## config.mk

```make
export PLATFORM = sky130hd
export DESIGN_NAME = ttt_game_ctrl
export DESIGN_NICKNAME = d
export VERILOG_FILES = /design/src/rtl/ttt_pkg.sv /design/src/rtl/ttt_board_eval.sv /design/src/rtl/ttt_game_ctrl.sv
export SDC_FILE = /design/constraint.sdc
export NUM_CORES = 1
export LEC_CHECK = 0
export CORE_MARGIN = 2
export CORE_UTILIZATION = 32
export CTS_CLUSTER_DIAMETER = 120
export DETAILED_ROUTE_END_ITERATION = 10
export PLACE_DENSITY_LB_ADDON = 0.2
export SLEW_MARGIN = 20
export SYNTH_ARGS = -nofsm -noshare
export SYNTH_HDL_FRONTEND = slang
export SYNTH_HIERARCHICAL = 1
export SYNTH_SLANG_ARGS = --single-unit
```

## constraint.sdc

```tcl
create_clock -name clk -period 3.4 [get_ports clk]
set_input_delay 0.34 -clock clk [delete_from_list [all_inputs] [get_ports clk]]
set_output_delay 0.34 -clock clk [all_outputs]
set_load 0.05 [all_outputs]
```

## src/rtl/ttt_pkg.sv

```systemverilog
// Shared types, codes and board helpers for the tic-tac-toe turn controller.
package ttt_pkg;

    localparam int unsigned NUM_CELLS = 9;
    localparam int unsigned BOARD_W   = 18;

    localparam logic [1:0] CELL_EMPTY  = 2'd0;
    localparam logic [1:0] CELL_PLAYER = 2'd1;
    localparam logic [1:0] CELL_AI     = 2'd2;

    localparam logic [1:0] RES_NONE   = 2'd0;
    localparam logic [1:0] RES_PLAYER = 2'd1;
    localparam logic [1:0] RES_AI     = 2'd2;
    localparam logic [1:0] RES_DRAW   = 2'd3;

    // Returned by lowest_empty when the board is full.
    localparam logic [3:0] NO_CELL = 4'hf;

    typedef enum logic [2:0] {
        StWaitP,
        StEvalP,
        StAiReq,
        StEvalA,
        StOver
    } ctrl_state_t;

    function automatic logic [1:0] cell_at(input logic [BOARD_W-1:0] board,
                                           input logic [3:0] pos);
        logic [1:0] code;
        code = CELL_EMPTY;
        for (int i = 0; i < int'(NUM_CELLS); i++) begin
            if (pos == 4'(i)) code = board[2*i +: 2];
        end
        return code;
    endfunction

    function automatic logic [BOARD_W-1:0] set_cell(input logic [BOARD_W-1:0] board,
                                                    input logic [3:0] pos,
                                                    input logic [1:0] code);
        logic [BOARD_W-1:0] nb;
        nb = board;
        for (int i = 0; i < int'(NUM_CELLS); i++) begin
            if (pos == 4'(i)) nb[2*i +: 2] = code;
        end
        return nb;
    endfunction

    function automatic logic [3:0] lowest_empty(input logic [BOARD_W-1:0] board);
        logic [3:0] idx;
        idx = NO_CELL;
        for (int i = int'(NUM_CELLS) - 1; i >= 0; i--) begin
            if (board[2*i +: 2] == CELL_EMPTY) idx = 4'(i);
        end
        return idx;
    endfunction

endpackage

```

## src/rtl/ttt_board_eval.sv

```systemverilog
// Combinational win/draw evaluation of an 18-bit tic-tac-toe board.
module ttt_board_eval
    import ttt_pkg::*;
(
    input  logic [BOARD_W-1:0] board,
    output logic [1:0]         result
);

    localparam int unsigned LINES [8][3] = '{
        '{0, 1, 2}, '{3, 4, 5}, '{6, 7, 8},
        '{0, 3, 6}, '{1, 4, 7}, '{2, 5, 8},
        '{0, 4, 8}, '{2, 4, 6}
    };

    logic       player_win;
    logic       ai_win;
    logic       any_empty;
    logic [1:0] c0, c1, c2;

    always_comb begin
        player_win = 1'b0;
        ai_win     = 1'b0;
        any_empty  = 1'b0;
        c0         = CELL_EMPTY;
        c1         = CELL_EMPTY;
        c2         = CELL_EMPTY;
        for (int l = 0; l < 8; l++) begin
            c0 = cell_at(board, 4'(LINES[l][0]));
            c1 = cell_at(board, 4'(LINES[l][1]));
            c2 = cell_at(board, 4'(LINES[l][2]));
            if (c0 == c1 && c1 == c2) begin
                if (c0 == CELL_PLAYER) player_win = 1'b1;
                if (c0 == CELL_AI)     ai_win     = 1'b1;
            end
        end
        for (int i = 0; i < int'(NUM_CELLS); i++) begin
            if (board[2*i +: 2] == CELL_EMPTY) any_empty = 1'b1;
        end
    end

    // Player win takes precedence; a legal game can never yield both.
    always_comb begin
        if (player_win)      result = RES_PLAYER;
        else if (ai_win)     result = RES_AI;
        else if (!any_empty) result = RES_DRAW;
        else                 result = RES_NONE;
    end

endmodule

```

## src/rtl/ttt_game_ctrl.sv

```systemverilog
// Tic-tac-toe turn sequencer: board owner, AI req/ack handshake, win/draw tracking.
// Define TTT_AI_TIMEOUT_EN to enable the AI engine watchdog (TIMEOUT_CYCLES).
module ttt_game_ctrl
    import ttt_pkg::*;
#(
    parameter int unsigned TIMEOUT_CYCLES = 1000000
) (
    input  logic               clk,
    input  logic               rst,
    input  logic               move_stb,
    input  logic [3:0]         move_pos,
    output logic               ai_req,
    output logic [BOARD_W-1:0] ai_board,
    input  logic               ai_ack,
    input  logic [3:0]         ai_pos,
    output logic [BOARD_W-1:0] board,
    output logic [1:0]         result,
    output logic [2:0]         led,
    output logic               busy,
    output logic               illegal
);

    ctrl_state_t        state_q, state_d;
    logic [BOARD_W-1:0] board_q, board_d;
    logic [BOARD_W-1:0] ai_board_q, ai_board_d;
    logic [1:0]         result_q, result_d;
    logic [2:0]         led_q, led_d;
    logic               ai_req_q, ai_req_d;
    logic               illegal_q, illegal_d;
    logic [1:0]         eval_res;
    logic [3:0]         ai_cell;
    logic [3:0]         sel_cell;
    logic               timeout;
    logic               ai_done;
    logic               move_ok;

    // Evaluator always sees the live board; only EVAL_P/EVAL_A consume it.
    ttt_board_eval u_eval (
        .board  (board_q),
        .result (eval_res)
    );

`ifdef TTT_AI_TIMEOUT_EN
    localparam int unsigned CntW = (TIMEOUT_CYCLES > 1) ? $clog2(TIMEOUT_CYCLES) : 1;

    logic [CntW-1:0] cnt_q, cnt_d;

    assign timeout = (state_q == StAiReq) && (cnt_q == CntW'(TIMEOUT_CYCLES - 1));

    always_comb begin
        cnt_d = '0;
        if (state_q == StAiReq) cnt_d = cnt_q + 1'b1;
    end

    always_ff @(posedge clk) begin
        if (rst) cnt_q <= '0;
        else     cnt_q <= cnt_d;
    end
`else
    logic unused_timeout_cfg;

    assign timeout            = 1'b0;
    assign unused_timeout_cfg = ^TIMEOUT_CYCLES;
`endif

    assign move_ok  = (move_pos <= 4'd8) && (cell_at(board_q, move_pos) == CELL_EMPTY);
    assign ai_cell  = ((ai_pos <= 4'd8) && (cell_at(board_q, ai_pos) == CELL_EMPTY)) ?
                      ai_pos : lowest_empty(board_q);
    assign ai_done  = ai_ack | timeout;
    assign sel_cell = ai_ack ? ai_cell : lowest_empty(board_q);

    always_comb begin
        state_d    = state_q;
        board_d    = board_q;
        ai_board_d = ai_board_q;
        result_d   = result_q;
        led_d      = led_q;
        ai_req_d   = ai_req_q;
        illegal_d  = 1'b0;
        unique case (state_q)
            StWaitP: begin
                if (move_stb) begin
                    if (move_ok) begin
                        board_d = set_cell(board_q, move_pos, CELL_PLAYER);
                        state_d = StEvalP;
                    end else begin
                        illegal_d = 1'b1;
                    end
                end
            end
            StEvalP, StEvalA: begin
                result_d = eval_res;
                unique case (eval_res)
                    RES_PLAYER: led_d[0] = 1'b1;
                    RES_AI:     led_d[1] = 1'b1;
                    RES_DRAW:   led_d[2] = 1'b1;
                    default:    ;
                endcase
                if (eval_res != RES_NONE) begin
                    state_d = StOver;
                end else if (state_q == StEvalP) begin
                    state_d    = StAiReq;
                    ai_req_d   = 1'b1;
                    ai_board_d = board_q;
                end else begin
                    state_d = StWaitP;
                end
            end
            StAiReq: begin
                if (ai_done) begin
                    ai_req_d = 1'b0;
                    board_d  = set_cell(board_q, sel_cell, CELL_AI);
                    state_d  = StEvalA;
                end
            end
            StOver: ;
            default: state_d = StWaitP;
        endcase
    end

    always_ff @(posedge clk) begin
        if (rst) begin
            state_q    <= StWaitP;
            board_q    <= '0;
            ai_board_q <= '0;
            result_q   <= RES_NONE;
            led_q      <= '0;
            ai_req_q   <= 1'b0;
            illegal_q  <= 1'b0;
        end else begin
            state_q    <= state_d;
            board_q    <= board_d;
            ai_board_q <= ai_board_d;
            result_q   <= result_d;
            led_q      <= led_d;
            ai_req_q   <= ai_req_d;
            illegal_q  <= illegal_d;
        end
    end

    assign board    = board_q;
    assign ai_board = ai_board_q;
    assign result   = result_q;
    assign led      = led_q;
    assign ai_req   = ai_req_q;
    assign illegal  = illegal_q;
    assign busy     = (state_q != StWaitP);

endmodule

```

==> flow_summary.json, run 1 <==
{
  "status": "complete, no violations",
  "critical_path_buf_inv_count": 0,
  "synth_fp_nets": 353,
  "timing.fmax_ghz": 0.345,
  "routed_wl_um": 8870,
  "ys_types": 70,
  "grt_usage_pct": 20.5,
  "initial_core_util_pct": 32.9,
  "path_clk_slew_ns": 0.08,
  "relSlewSlack_pct": 44.7,
  "cts_root_buf": "clkbuf_8",
  "hold_start": "ai_board[1]",
  "startpoint_type": "flip-flop",
  "synth-xor-area-share_pct": 0,
  "final_cells": 505,
  "syn_avg_cell_area_um2": 7.90,
  "setup_tns_ns": 0,
  "seq_area_frac_synth_pct": 34.2,
  "worst_pin_slew_ns": 0.827,
  "hpwl_um": 6380,
  "postCtsSetupBuffers": 0,
  "via_per_inst": 5.66,
  "gp_routability_congestion": 0.900,
  "regToRegEndpoint": "ai_board[2]",
  "drt_first_iter_violations": 254,
  "setup_viol": 0,
  "clock_skew_ns": 0.0103,
  "vias": 2856,
  "grt_overflow_total": 0,
  "fp.dieH_um": 95.7,
  "synth_top_family_by_area": "simple AND/OR/NAND/NOR gates",
  "area_growth_pct": 28.8,
  "cts.htree.levels": 2,
  "drive_above_1_share_pct": 11.8,
  "grt_pass1_vias": 2673,
  "core-area_um2": 8180,
  "grt_setup_unrepaired": "no",
  "crit_chain": "nor4bb_1 > o31ai_1 > o311ai_1 > a31oi_1 > o21ai_1 > or4_1 > nand2_1 > a21oi_1",
  "synthMuxAreaShare_pct": 0.372,
  "drc": 0,
  "r2r-start": "board[17]",
  "cts_tree": "built",
  "leakage_uw": 0.00118,
  "antenna_found_initial": 0,
  "cts.sinks": 46,
  "finalInstanceArea_um2": 3470,
  "slew_violations": 0,
  "layout_commonest_cell": "clkdlybuf4s50_1",
  "synth-edff-count": 0,
  "crit_fanout": 19,
  "cts_resized": 0,
  "cts.path.max_buffers": 2,
  "diodes": 0,
  "crit_path_end_kind": "flip-flop",
  "portBuffers": 55,
  "power.density_nw_per_um2": 319,
  "hold_end": "ai_board[1]",
  "die_w_um": 95.7,
  "grt_pass1_wl_um": 14400,
  "yosys_warnings": 6,
  "ir_drop_uv": 199,
  "die_area_um2": 9160,
  "insertion_delay_ns": 0.30,
  "path_delay_family": "simple AND/OR/NAND/NOR gates",
  "nNetsFinal": 411,
  "path_class": "flip-flop to flip-flop",
  "slowest_stage": "or4_1",
  "critPathMaxStageDelay_ns": 0.91,
  "syn_area_um2": 2690,
  "numCtsBuffers": 5,
  "fin_crit_ns": 2.90,
  "synth_seq_cells": 46,
  "fill_cells": 867,
  "ant_nets": 0,
  "dp_cells": 497,
  "drt_pass1_iterations": 5,
  "hp-class": "flip-flop to flip-flop",
  "crit_required_ns": 3.55,
  "yosys_most_used_dff": "dfxtp_1",
  "rows": 33,
  "async_flop_share_pct": 0,
  "layout_common_cells": "clkdlybuf4s50_1, nand2_1, dfxtp_1",
  "cp_data_arrival_time_ns": 3.05,
  "timing.final.hold_violations": 0,
  "rrSetupSlack_ns": 0.50,
  "hold-path-cell-count": 2,
  "synthAdderAreaFrac_pct": 0,
  "syn_inst": 341,
  "ios": 56,
  "r2r_cells": 8,
  "placed_area_um2": 3380,
  "synth_compound_area_share_pct": 29.2,
  "fin_crit_sh_pct": 85.4,
  "wl_per_cell_um": 17.6,
  "yosys.area_share.simple_pct": 31.7,
  "cap_violations": 0,
  "hold_buffers": 0,
  "grt_max_degree": 30
}
-- routing by layer --
metal	vias up	GRT usage [%]	wire [um]
met1	1354	29.8	4280
met2	108	31.5	3950
met4	0	5.12	103
met3	11	3.21	536
met5	-	0	0
li1	1383	-	-
-- stage by stage --
stage | setup WS [ns] | total power [uW] | utilization [%] | hold slack, ns
finish | 0.498 | 1110 | 42.4 | 0.457
global route | 0.212 | 1160 | 42.4 | 0.470
CTS | 0.503 | 1120 | 42.4 | 0.461
detailed placement | 0.468 | 781 | 41.3 | 0.450
global placement | 0.505 | 780 | 41.3 | 0.442
floorplan | 0.521 | 713 | - | 0.495
-- area by class of cell --
type                            instances  area (um2)  area share (%)
Multi-Input combinational cell        269        1650            47.6
Timing Repair Buffer                   66         633            18.3
Tap cell                              105         131            3.79
Clock buffer                            5        68.8            1.98
Inverter                               11        41.3            1.19
Sequential cell                        46         921            26.6
Clock inverter                          3        21.3           0.613
-- cell usage after synthesis (3+ instances only) --
master	number	area, um2
dfxtp_1	46	921
nand2_1	54	203
buf_2	3	15.0
a21o_1	3	22.5
buf_1	3	11.3
nor2b_1	7	43.8
inv_1	11	41.3
a211oi_1	3	22.5
and3_1	5	31.3
and4bb_2	3	37.5
o21ai_0	7	35.0
nand2b_1	4	25.0
or2_2	4	25.0
nor2_1	38	143
o21a_1	3	22.5
a21oi_1	39	195
a221oi_1	3	26.3
o21bai_1	3	22.5
a31oi_1	6	37.5
nor3_1	13	65.1
nor4bb_1	7	70.1
o22ai_1	9	56.3
clkbuf_1	6	22.5
nand3_1	4	20.0
-- sequential cells by signal, summed over array words and instances (netlist names) --
| register | cells |
|---|---|
| ai_board | 18 |
| ai_req | 1 |
| board | 18 |
| illegal | 1 |
| led | 3 |
| result | 2 |
| state_q | 3 |
-- cell families after synthesis --
kind of cell           count (synthesis)
AO/OA/AOI/OAI                        108
AND/OR/NAND/NOR                      160
flip-flops                            46
multiplexers                           1
buffers and inverters                 26
-- worst register-to-register path: stages (launching register included) --
cell and delay, ns:
dfxtp_1 0.67, nor4bb_1 0.12, o31ai_1 0.26, o311ai_1 0.15, a31oi_1 0.19, o21ai_1 0.20, or4_1 0.91, nand2_1 0.17
a21oi_1 0.07
-- how the worst max path moves through the flow --
stage | from | end | slack, ns | cells past startpoint
final | board[17] | ai_board[2] | 0.50 | 8
after global routing | board[16] | ai_board[15] | 0.21 | 8
after CTS | board[17] | ai_board[2] | 0.50 | 8
after detailed placement | ai_pos[1] | board[13] | 0.47 | 8
after global placement | ai_pos[1] | board[13] | 0.51 | 8
after floorplan | board[0] | ai_board[17] | 0.52 | 10
-- power breakdown --
| group | internal (uW) | total, uW | switching (uW) |
|---|---|---|---|
| sequential | 546 | 561 | 14.5 |
| clock | 145 | 336 | 192 |
| combinational | 74.9 | 210 | 135 |
| total | 766 | 1110 | 341 |
Note: power is estimated with default switching activity, not from simulation.
==> run 2: changes to the inputs <==
--- a/config.mk
+++ b/config.mk
@@ -11,5 +11,5 @@
 export DETAILED_ROUTE_END_ITERATION = 10
 export PLACE_DENSITY_LB_ADDON = 0.2
-export SLEW_MARGIN = 20
+export SLEW_MARGIN = 10
 export SYNTH_ARGS = -nofsm -noshare
 export SYNTH_HDL_FRONTEND = slang
==> constraint.sdc (replaced) <==
create_clock -name clk -period 3.4 [get_ports clk]
set_input_delay 0.34 -clock clk [delete_from_list [all_inputs] [get_ports clk]]
set_output_delay 0.34 -clock clk [all_outputs]
set_load 0.1 [all_outputs]
==> run 2 against run 1 <==
Compared with the run above: cell area rose by 0.14%; final cell count unchanged; register-to-register slack better by 0.02 ns; clock power increased by 22%; die area did not move; clock skew up 0.0020 ns; clock-buffer cell count increased by 1; sequential share of layout area hardly changed; first-iteration DRC count decreased by 32%; non-clock buffer count grew 1; global-route usage down 0.69 points; largest cell class unchanged.
==> flow_summary.json, run 2 (synthesized netlist as in run 1, its figures left out) <==
{
  "status": "complete, no violations",
  "power.density_nw_per_um2": 348,
  "pwr-share-seq_pct": 46.4,
  "hp-class": "flip-flop to flip-flop",
  "grt_overflow_total": 0,
  "relSlewSlack_pct": 34.1,
  "pwr-share-comb_pct": 19.7,
  "met3WireLength_um": 540,
  "clock_skew_ns": 0.0123,
  "totalPowerFinal_uw": 1210,
  "rows": 33,
  "drt_pass1_iterations": 5,
  "numCtsBuffers": 5,
  "path_clk_slew_ns": 0.08,
  "ios": 56,
  "die_w_um": 95.7,
  "slew_violations": 0,
  "crit_required_ns": 3.57,
  "drive_above_1_share_pct": 14.2,
  "portBuffers": 55,
  "crit_path_end_kind": "flip-flop",
  "drc": 0,
  "routed.top_layer": "met4",
  "p_sw_share_pct": 29.3,
  "cts_root_buf": "clkbuf_8",
  "p_clk_share_pct": 34.0,
  "cts_resized": 0,
  "crit_chain": "and4bb_1 > o311ai_1 > nand3_1 > a21oi_1 > a21boi_1 > or4_1 > nand2_1 > a21oi_1",
  "ant_nets": 0,
  "critical_path_buf_inv_count": 0,
  "ir_drop_uv": 183,
  "fin_crit_sh_pct": 84.8,
  "cts.sinks": 46,
  "grt_pass1_wl_um": 14100,
  "hpwl_um": 6320,
  "critPathMaxStageDelay_ns": 0.86,
  "leakage_uw": 0.00121,
  "p_switching_uw": 354,
  "area_growth_pct": 29.0,
  "grt_max_degree": 20,
  "cts.path.max_buffers": 2,
  "hold_buffers": 0,
  "antenna_found_initial": 0,
  "wl_met2_um": 4060,
  "cts_tree": "built",
  "postCtsSetupBuffers": 0,
  "die_area_um2": 9160,
  "setup_tns_ns": 0,
  "path_delay_family": "simple AND/OR/NAND/NOR gates",
  "cts.htree.levels": 2,
  "initial_core_util_pct": 32.9,
  "wl_met1_um": 4280,
  "slowest_stage": "or4_1",
  "gp_routability_congestion": 0.899,
  "layout_commonest_cell": "nand2_1",
  "wl_per_cell_um": 17.7,
  "fp.dieH_um": 95.7,
  "timing.fmax_ghz": 0.347,
  "crit_fanout": 19,
  "timing.final.hold_violations": 0,
  "startpoint_type": "flip-flop",
  "setup_viol": 0,
  "drt_first_iter_violations": 172,
  "diodes": 0,
  "routed_wl_um": 8940,
  "crit_top_cell": "a21oi_1",
  "insertion_delay_ns": 0.29,
  "nNetsFinal": 412,
  "hold_ws_ns": 0.456,
  "via_per_inst": 5.66,
  "fin_crit_ns": 2.88,
  "vias": 2857,
  "path_class": "flip-flop to flip-flop",
  "cp_data_arrival_time_ns": 3.06,
  "grt_usage_pct": 19.8,
  "cap_violations": 0,
  "internal-power_uw": 856,
  "grt_pass1_vias": 2742,
  "layout_common_cells": "nand2_1, dfxtp_1, clkdlybuf4s50_1",
  "grt_setup_unrepaired": "no",
  "worst_pin_slew_ns": 0.986,
  "core-area_um2": 8180
}
==> run 2: changes by cell type in the layout (fill, tap and decap cells not counted), sizes merged <==
cell / previous run / this run
clkinv: 2 / 0
buf: 11 / 22
bufinv: 0 / 1
clkdlybuf4s50: 55 / 45
clkinvlp: 1 / 0
clkbuf: 5 / 6
==> run 2: layout make-up <==
cell class                      instances  area [um2]
Clock buffer                            6        82.6
Inverter                               11        41.3
Multi-Input combinational cell        269        1650
Sequential cell                        46         921
Tap cell                              105         131
Clock inverter                          1        30.0
Timing Repair Buffer                   67         616
Fill cell                             858        4700
==> run 2: tightest hold or removal path: stages, from the launching register on <==
cell     delay (ns)
dfxtp_1        0.31
nand2_1        0.05
a21oi_1        0.05
==> run 2: power groups by stage <==
stage          Combinational [uW]  Sequential (uW)  Clock, uW
6_report                      238              561        411
4_1_cts                       237              561        423
3_3_place_gp                  236              573          0
5_1_grt                       255              563        441
3_5_place_dp                  236              574          0
2_1_floorplan                 131              611          0
==> run 2: worst paths after layout <==
path	depth (start not counted)	endpoint	slack (ns)	startpoint
setup / recovery	8	ai_board[1]	0.52	board[0]
hold reg to reg	2	ai_board[3]	0.46	ai_board[3]
setup reg to reg	8	ai_board[1]	0.52	board[0]
hold / removal	2	ai_board[3]	0.46	ai_board[3]
==> run 2: per-layer routing <==
layer | up-vias | track usage [%]
li1 | 1378 | -
met3 | 4 | 3.05
met4 | 0 | 3.33
met5 | - | 0
met2 | 102 | 32.6
met1 | 1373 | 27.7
==> run 2: per-stage QoR <==
step           setup WS, ns  utilization (%)  std cells  instance area [um2]
6_report              0.517             42.5        505                 3470
5_1_grt               0.275             42.5        505                 3470
4_1_cts               0.519             42.5        505                 3470
3_5_place_dp          0.497             41.1        498                 3360
3_3_place_gp          0.523             41.1        498                 3360
2_1_floorplan         0.140                -        341                 2690
